## src/rtl/packer_pkg.sv

```systemverilog
// Shared constants and helpers for the multi-channel byte-to-word packer.
package packer_pkg;

  localparam int BYTE_W    = 8;
  localparam int WORD_MAX  = 256;
  localparam int ENTRY_MAX = 320;

  function automatic int clog2_min1(input int n);
    int r;
    if (n <= 1) begin
      r = 1;
    end else begin
      r = $clog2(n);
    end
    return r;
  endfunction

  // FIFO entry layout is {ch, bytes, word}; callers truncate to their exact width.
  function automatic logic [ENTRY_MAX-1:0] pack_entry(
    input logic [31:0]         ch,
    input logic [31:0]         nbytes,
    input logic [WORD_MAX-1:0] word,
    input int                  cb_w,
    input int                  word_w
  );
    logic [ENTRY_MAX-1:0] e;
    e = ENTRY_MAX'(word)
      | (ENTRY_MAX'(nbytes) << word_w)
      | (ENTRY_MAX'(ch) << (word_w + cb_w));
    return e;
  endfunction

endpackage

```

## src/rtl/packer_fifo.sv

```systemverilog
// Synchronous show-ahead FIFO; pointers carry one extra wrap bit for full/empty.
module packer_fifo #(
  parameter int WIDTH = 8,
  parameter int DEPTH = 4
) (
  input  logic             clk,
  input  logic             resetn,
  input  logic             push_i,
  input  logic [WIDTH-1:0] din_i,
  input  logic             pop_i,
  output logic [WIDTH-1:0] head_o,
  output logic             full_o,
  output logic             empty_o
);

  localparam int AW = $clog2(DEPTH);

  logic [WIDTH-1:0] mem_q [DEPTH];
  logic [AW:0]      wr_ptr_q;
  logic [AW:0]      rd_ptr_q;
  logic             do_push;
  logic             do_pop;

  assign full_o  = (wr_ptr_q[AW] != rd_ptr_q[AW]) &&
                   (wr_ptr_q[AW-1:0] == rd_ptr_q[AW-1:0]);
  assign empty_o = (wr_ptr_q == rd_ptr_q);
  assign do_push = push_i && !full_o;
  assign do_pop  = pop_i && !empty_o;
  assign head_o  = mem_q[rd_ptr_q[AW-1:0]];

  // Storage and pointer update.
  always_ff @(posedge clk or negedge resetn) begin
    if (!resetn) begin
      for (int i = 0; i < DEPTH; i++) begin
        mem_q[i] <= '0;
      end
      wr_ptr_q <= '0;
      rd_ptr_q <= '0;
    end else begin
      if (do_push) begin
        mem_q[wr_ptr_q[AW-1:0]] <= din_i;
        wr_ptr_q                <= wr_ptr_q + (AW+1)'(1);
      end
      if (do_pop) begin
        rd_ptr_q <= rd_ptr_q + (AW+1)'(1);
      end
    end
  end

endmodule

```

## src/rtl/chan_word_packer.sv

```systemverilog
// Per-channel byte-to-word packer feeding one shared tagged FIFO.
// Optional PACKER_DROP_CNT_EN adds a saturating drop_cnt output.
module chan_word_packer
  import packer_pkg::*;
#(
  parameter int  WORD_BYTES = 3,
  parameter int  NUM_CH     = 4,
  parameter int  DEPTH      = 4,
  localparam int CH_W       = clog2_min1(NUM_CH),
  localparam int CB_W       = $clog2(WORD_BYTES + 1),
  localparam int WORD_W     = BYTE_W * WORD_BYTES
) (
  input  logic              clk,
  input  logic              resetn,
  input  logic              wr_en,
  input  logic [CH_W-1:0]   channel,
  input  logic [7:0]        data_in,
  input  logic              flush,
  output logic              in_ready,
  input  logic              rd,
  output logic              out_valid,
  output logic [WORD_W-1:0] data_out,
  output logic [CH_W-1:0]   out_ch,
  output logic [CB_W-1:0]   out_bytes
`ifdef PACKER_DROP_CNT_EN
  ,
  output logic [15:0]       drop_cnt
`endif
);

  localparam int ENTRY_W = CH_W + CB_W + WORD_W;

  logic [CB_W-1:0]    cnt_q  [NUM_CH];
  logic [WORD_W-1:0]  part_q [NUM_CH];

  logic               fifo_full;
  logic               fifo_empty;
  logic [ENTRY_W-1:0] fifo_head;
  logic [ENTRY_W-1:0] fifo_din;

  logic               ch_ok;
  logic [CH_W-1:0]    ch_idx;
  logic               byte_acc;
  logic               flush_acc;
  logic [CB_W-1:0]    cnt_d;
  logic [WORD_W-1:0]  part_d;
  logic [CB_W-1:0]    new_cnt;
  logic [WORD_W-1:0]  new_part;
  logic               push;

  assign in_ready = !fifo_full;
  assign ch_ok    = (int'(channel) < NUM_CH);

  // Next-state for the addressed channel: add byte first, then decide on a push.
  always_comb begin
    ch_idx    = '0;
    new_cnt   = '0;
    new_part  = '0;
    push      = 1'b0;
    cnt_d     = '0;
    part_d    = '0;
    byte_acc  = wr_en && in_ready && ch_ok;
    flush_acc = flush && in_ready && ch_ok;
    if (ch_ok) begin
      ch_idx = channel;
    end else begin
      ch_idx = '0;
    end
    new_cnt  = cnt_q[ch_idx];
    new_part = part_q[ch_idx];
    if (byte_acc) begin
      new_part[int'(cnt_q[ch_idx]) * BYTE_W +: BYTE_W] = data_in;
      new_cnt = cnt_q[ch_idx] + CB_W'(1);
    end else begin
      new_cnt = cnt_q[ch_idx];
    end
    if (byte_acc && (new_cnt == CB_W'(WORD_BYTES))) begin
      push = 1'b1;
    end else if (flush_acc && (new_cnt != '0)) begin
      push = 1'b1;
    end else begin
      push = 1'b0;
    end
    if (push) begin
      cnt_d  = '0;
      part_d = '0;
    end else begin
      cnt_d  = new_cnt;
      part_d = new_part;
    end
  end

  assign fifo_din = ENTRY_W'(pack_entry(32'(ch_idx), 32'(new_cnt),
                                        WORD_MAX'(new_part), CB_W, WORD_W));

  // Per-channel byte count and partial word storage.
  always_ff @(posedge clk or negedge resetn) begin
    if (!resetn) begin
      for (int c = 0; c < NUM_CH; c++) begin
        cnt_q[c]  <= '0;
        part_q[c] <= '0;
      end
    end else if (byte_acc || flush_acc) begin
      cnt_q[ch_idx]  <= cnt_d;
      part_q[ch_idx] <= part_d;
    end
  end

  packer_fifo #(
    .WIDTH (ENTRY_W),
    .DEPTH (DEPTH)
  ) u_fifo (
    .clk     (clk),
    .resetn  (resetn),
    .push_i  (push),
    .din_i   (fifo_din),
    .pop_i   (rd),
    .head_o  (fifo_head),
    .full_o  (fifo_full),
    .empty_o (fifo_empty)
  );

  assign out_valid = !fifo_empty;
  assign data_out  = fifo_head[WORD_W-1:0];
  assign out_bytes = fifo_head[WORD_W +: CB_W];
  assign out_ch    = fifo_head[WORD_W+CB_W +: CH_W];

`ifdef PACKER_DROP_CNT_EN
  logic [15:0] drop_q;

  // Saturating count of byte strobes that were not accepted.
  always_ff @(posedge clk or negedge resetn) begin
    if (!resetn) begin
      drop_q <= 16'h0000;
    end else if (wr_en && !(in_ready && ch_ok) && (drop_q != 16'hFFFF)) begin
      drop_q <= drop_q + 16'h0001;
    end else begin
      drop_q <= drop_q;
    end
  end

  assign drop_cnt = drop_q;
`endif

endmodule

```

## config.mk

```make
export PLATFORM = sky130hd
export DESIGN_NAME = chan_word_packer
export DESIGN_NICKNAME = d
export VERILOG_FILES = /design/src/rtl/packer_pkg.sv /design/src/rtl/packer_fifo.sv /design/src/rtl/chan_word_packer.sv
export SDC_FILE = /design/constraint.sdc
export NUM_CORES = 1
export LEC_CHECK = 0
export CELL_PAD_IN_SITES_DETAIL_PLACEMENT = 1
export CELL_PAD_IN_SITES_GLOBAL_PLACEMENT = 2
export CORE_MARGIN = 2
export CORE_UTILIZATION = 44
export DETAILED_ROUTE_END_ITERATION = 6
export PLACE_DENSITY = 0.84
export SLEW_MARGIN = 20
export SYNTH_ARGS = -nofsm -noshare
export SYNTH_HDL_FRONTEND = slang
export SYNTH_SLANG_ARGS = --single-unit
export TNS_END_PERCENT = 100
```

## constraint.sdc

```tcl
create_clock -name clk -period 4.89 [get_ports clk]
set_input_delay 0.978 -clock clk [delete_from_list [all_inputs] [get_ports clk]]
set_output_delay 0.978 -clock clk [all_outputs]
set_load 0.02 [all_outputs]
```

==> results.py <==
metrics = {
    "setup_path": {
        "crit_fanout": 64,
        "end_kind": "flip-flop",
        "crit_type": "in -> reg",
        "crit_required_ps": 5360,
        "start_kind": "input port",
        "worstPathArrival_ps": 4620,
    },
    "power_and_ir_drop": {
        "peakVddDrop_uv": 445,
        "seq_power_share": 0.346,
        "comb_power_share": 0.429,
        "p_int_uw": 5030,
        "clkPwrFrac": 0.225,
        "netSwitchingFraction": 0.398,
        "p_switching_uw": 3320,
        "power_density_nw_per_um2": 721,
        "cellLeakagePower_uw": 0.00479,
    },
    "synth": {
        "synthAdderAreaFrac": 0.0112,
        "synth_top_area_frac": 0.553,
        "ys.flop_type": "dfrtp_1",
        "postSynthCellCount": 896,
        "ys_ff_latch": 222,
        "yosys-top-cells-count": "a21oi_1, dfrtp_1, nand2_1",
        "synth_cell_type_count": 43,
        "synth-compound-area-share": 0.180,
        "ys_seq_area_frac": 0.553,
        "yosysWarnings": 0,
        "synth_top_family_by_area": "compound AO/OA/AOI/OAI gates",
        "post_synth_mux_area_share": 0.133,
        "synth-simple-area-share": 0.0675,
        "ys_top_cells_by_area": "dfrtp_1, mux4_2, a21oi_1",
        "synth_top_cell_by_area": "dfrtp_1",
        "synth_edf_count": 0,
        "yosysMostFrequentCell": "a21oi_1",
        "syn-mean-instance-area_sq_um": 11.2,
        "syn-cell-area_sq_um": 10000,
        "syn_nets": 920,
        "synth-async-reset-ratio": 1.00,
        "synth_xor_area_frac": 0.00922,
    },
    "clocking": {
        "post_cts_buffers": 0,
        "cts-htree-levels": 1,
        "clk_pin_slew_worst_paths_ps": 60,
        "hold_buffers": 0,
        "clock_path_buffers": 3,
        "cts-root-buf": "clkbuf_16",
        "cts_tree": "done",
        "clkLatencyLatePin_ps": 550,
        "cts_sinks": 222,
        "cts_resized": 0,
        "cts_buffers": 25,
    },
    "detailed_routing": {
        "initialDrtViolationCount": 478,
        "antenna_left": 0,
        "dr.pass1.iters": 5,
        "totalWireLength_um": 29800,
        "vias": 7461,
        "wl_met1_um": 13000,
        "wl_met3_um": 1200,
        "dr.max_layer_used": "met4",
        "dr_wl_met2_um": 14800,
        "avgRoutedWirePerCell_um": 24.4,
        "via_per_inst": 6.11,
        "drc": 0,
    },
    "final_layout": {
        "final_layout_size_suffix_gt1_frac": 0.152,
        "register_area_sq_um": 5560,
        "fillCellCount": 2384,
        "postLayoutCoreUtil": 0.515,
        "syn2layout_area_growth_pct": 15.3,
        "antennaDiodeCount": 0,
        "nets": 943,
        "multi_input_area_sq_um": 4070,
    },
    "floorplanning": {
        "dieArea_sq_um": 24100,
        "initial_core_util": 0.446,
        "rows": 55,
        "core_area_sq_um": 22500,
        "die_y_um": 155,
        "die_w_um": 155,
        "io_pins": 45,
    },
    "timing": {
        "final-hold-violation-count": 0,
        "worst_slew_pin_slew_ps": 1170,
        "setup_violations": 0,
        "max-slew-margin-rel": 0.217,
        "clock_skew_ps": 26.1,
        "slew_violations": 0,
        "setup_tns_ps": 0,
        "rsz0062_at_grt": "no",
        "min_period_ps": 4150,
        "period_share": 0.850,
        "fmax_mhz": 241,
    },
    "grt": {
        "antenna_found_initial": 0,
        "grt_pass1_wl_um": 47600,
        "overflow": 0,
        "first_global_vias": 8184,
        "grt_max_degree": 133,
        "grt_usage": 0.255,
    },
    "place": {
        "place.port_buffers": 44,
        "hpwlAfterDp_um": 18500,
        "place_congestion": 0.829,
    },
    "min_path": {
        "hold_class": "in -> async",
    },
    "flow_run": {
        "max-cap-violations": 0,
    },
    "outcome": {
        "status": "finished, final reports clean",
    },
}
cells in the final DEF (no fill, tap or decap), drive strengths merged, types with 4 or more instances in the layout:
cell type / count
o31a: 8
buf: 32
or2: 4
mux4: 53
dfrtp: 222
o21ai: 106
and2: 5
clkinv: 4
clkbuf: 35
nor3: 17
clkdlybuf4s50: 42
ha: 9
xnor2: 5
nand2: 116
mux2: 10
a21oi: 224
inv: 15
cell families after synthesis:
logic type                 after synthesis
AOI/OAI and AO/OA                      344
xor gates and xnor gates                 8
adders and majority gates                9
buffers and inverters                   92
DFF                                    222
muxes                                   66
and+or+nand+nor                        155
path summary, 6_finish.rpt:
path	to	depth (start not counted)	start	slack [ps]
max	u_fifo.mem_q[18]$_DFFE_PN0P_	11	channel[1]	740
min	part_q[21]$_DFFE_PN0P_	1	resetn	300
max reg2reg	u_fifo.mem_q[18]$_DFFE_PN0P_	10	cnt_q[1]$_DFFE_PN0P_	1360
min reg2reg	u_fifo.mem_q[55]$_DFFE_PN0P_	1	u_fifo.mem_q[55]$_DFFE_PN0P_	490
max in group asynchronous	part_q[33]$_DFFE_PN0P_	3	resetn	3350
min in group clk	u_fifo.mem_q[55]$_DFFE_PN0P_	1	u_fifo.mem_q[55]$_DFFE_PN0P_	490
through the flow:
stage,setup slack [ps],cells,power [uW],hold slack (ps),area (sq um)
2_1_floorplan,1320,896,5100,445,10000
6_report,735,1221,8350,298,11600
3_5_place_dp,224,1176,6460,473,10700
5_1_grt,536,1221,8800,311,11600
4_1_cts,796,1220,8370,487,11500
3_3_place_gp,460,1176,6260,456,10700
layout make-up:
type,instances,area share
Sequential cell,222,0.480
Multi-Input combinational cell,582,0.352
Timing Repair Buffer,74,0.0635
Clock buffer,35,0.0598
Tap cell,285,0.0308
Clock inverter,9,0.0103
Inverter,14,0.00454
sequential cells by signal (all words and copies together), names as in the netlist:
register         cells
cnt_q                8
part_q              96
u_fifo.mem_q       112
u_fifo.rd_ptr_q      3
u_fifo.wr_ptr_q      3
power groups by stage:
stage / clock [uW] / combinational [uW] / sequential (uW)
6_report: 1880 / 3580 / 2890
5_1_grt: 1980 / 3870 / 2960
4_1_cts: 1910 / 3570 / 2880
3_5_place_dp: 0 / 3560 / 2900
3_3_place_gp: 0 / 3410 / 2850
2_1_floorplan: 0 / 2410 / 2690
critical path, cell delays in order:
cell and delay (ps):
clkdlybuf4s50_1 600, mux2i_1 160, mux2_4 340, ha_1 400, nor2b_1 230, a221oi_1 180
a2111oi_4 420, buf_12 270, buf_4 580, a21oi_1 190, a21oi_1 190
layer usage:
| layer | GRT usage | up-vias |
|---|---|---|
| li1 | - | 3260 |
| met5 | 0 | - |
| met2 | 0.433 | 185 |
| met1 | 0.349 | 3973 |
| met3 | 0.0295 | 43 |
| met4 | 0.0732 | 0 |
(Power assumes the default switching activity.)
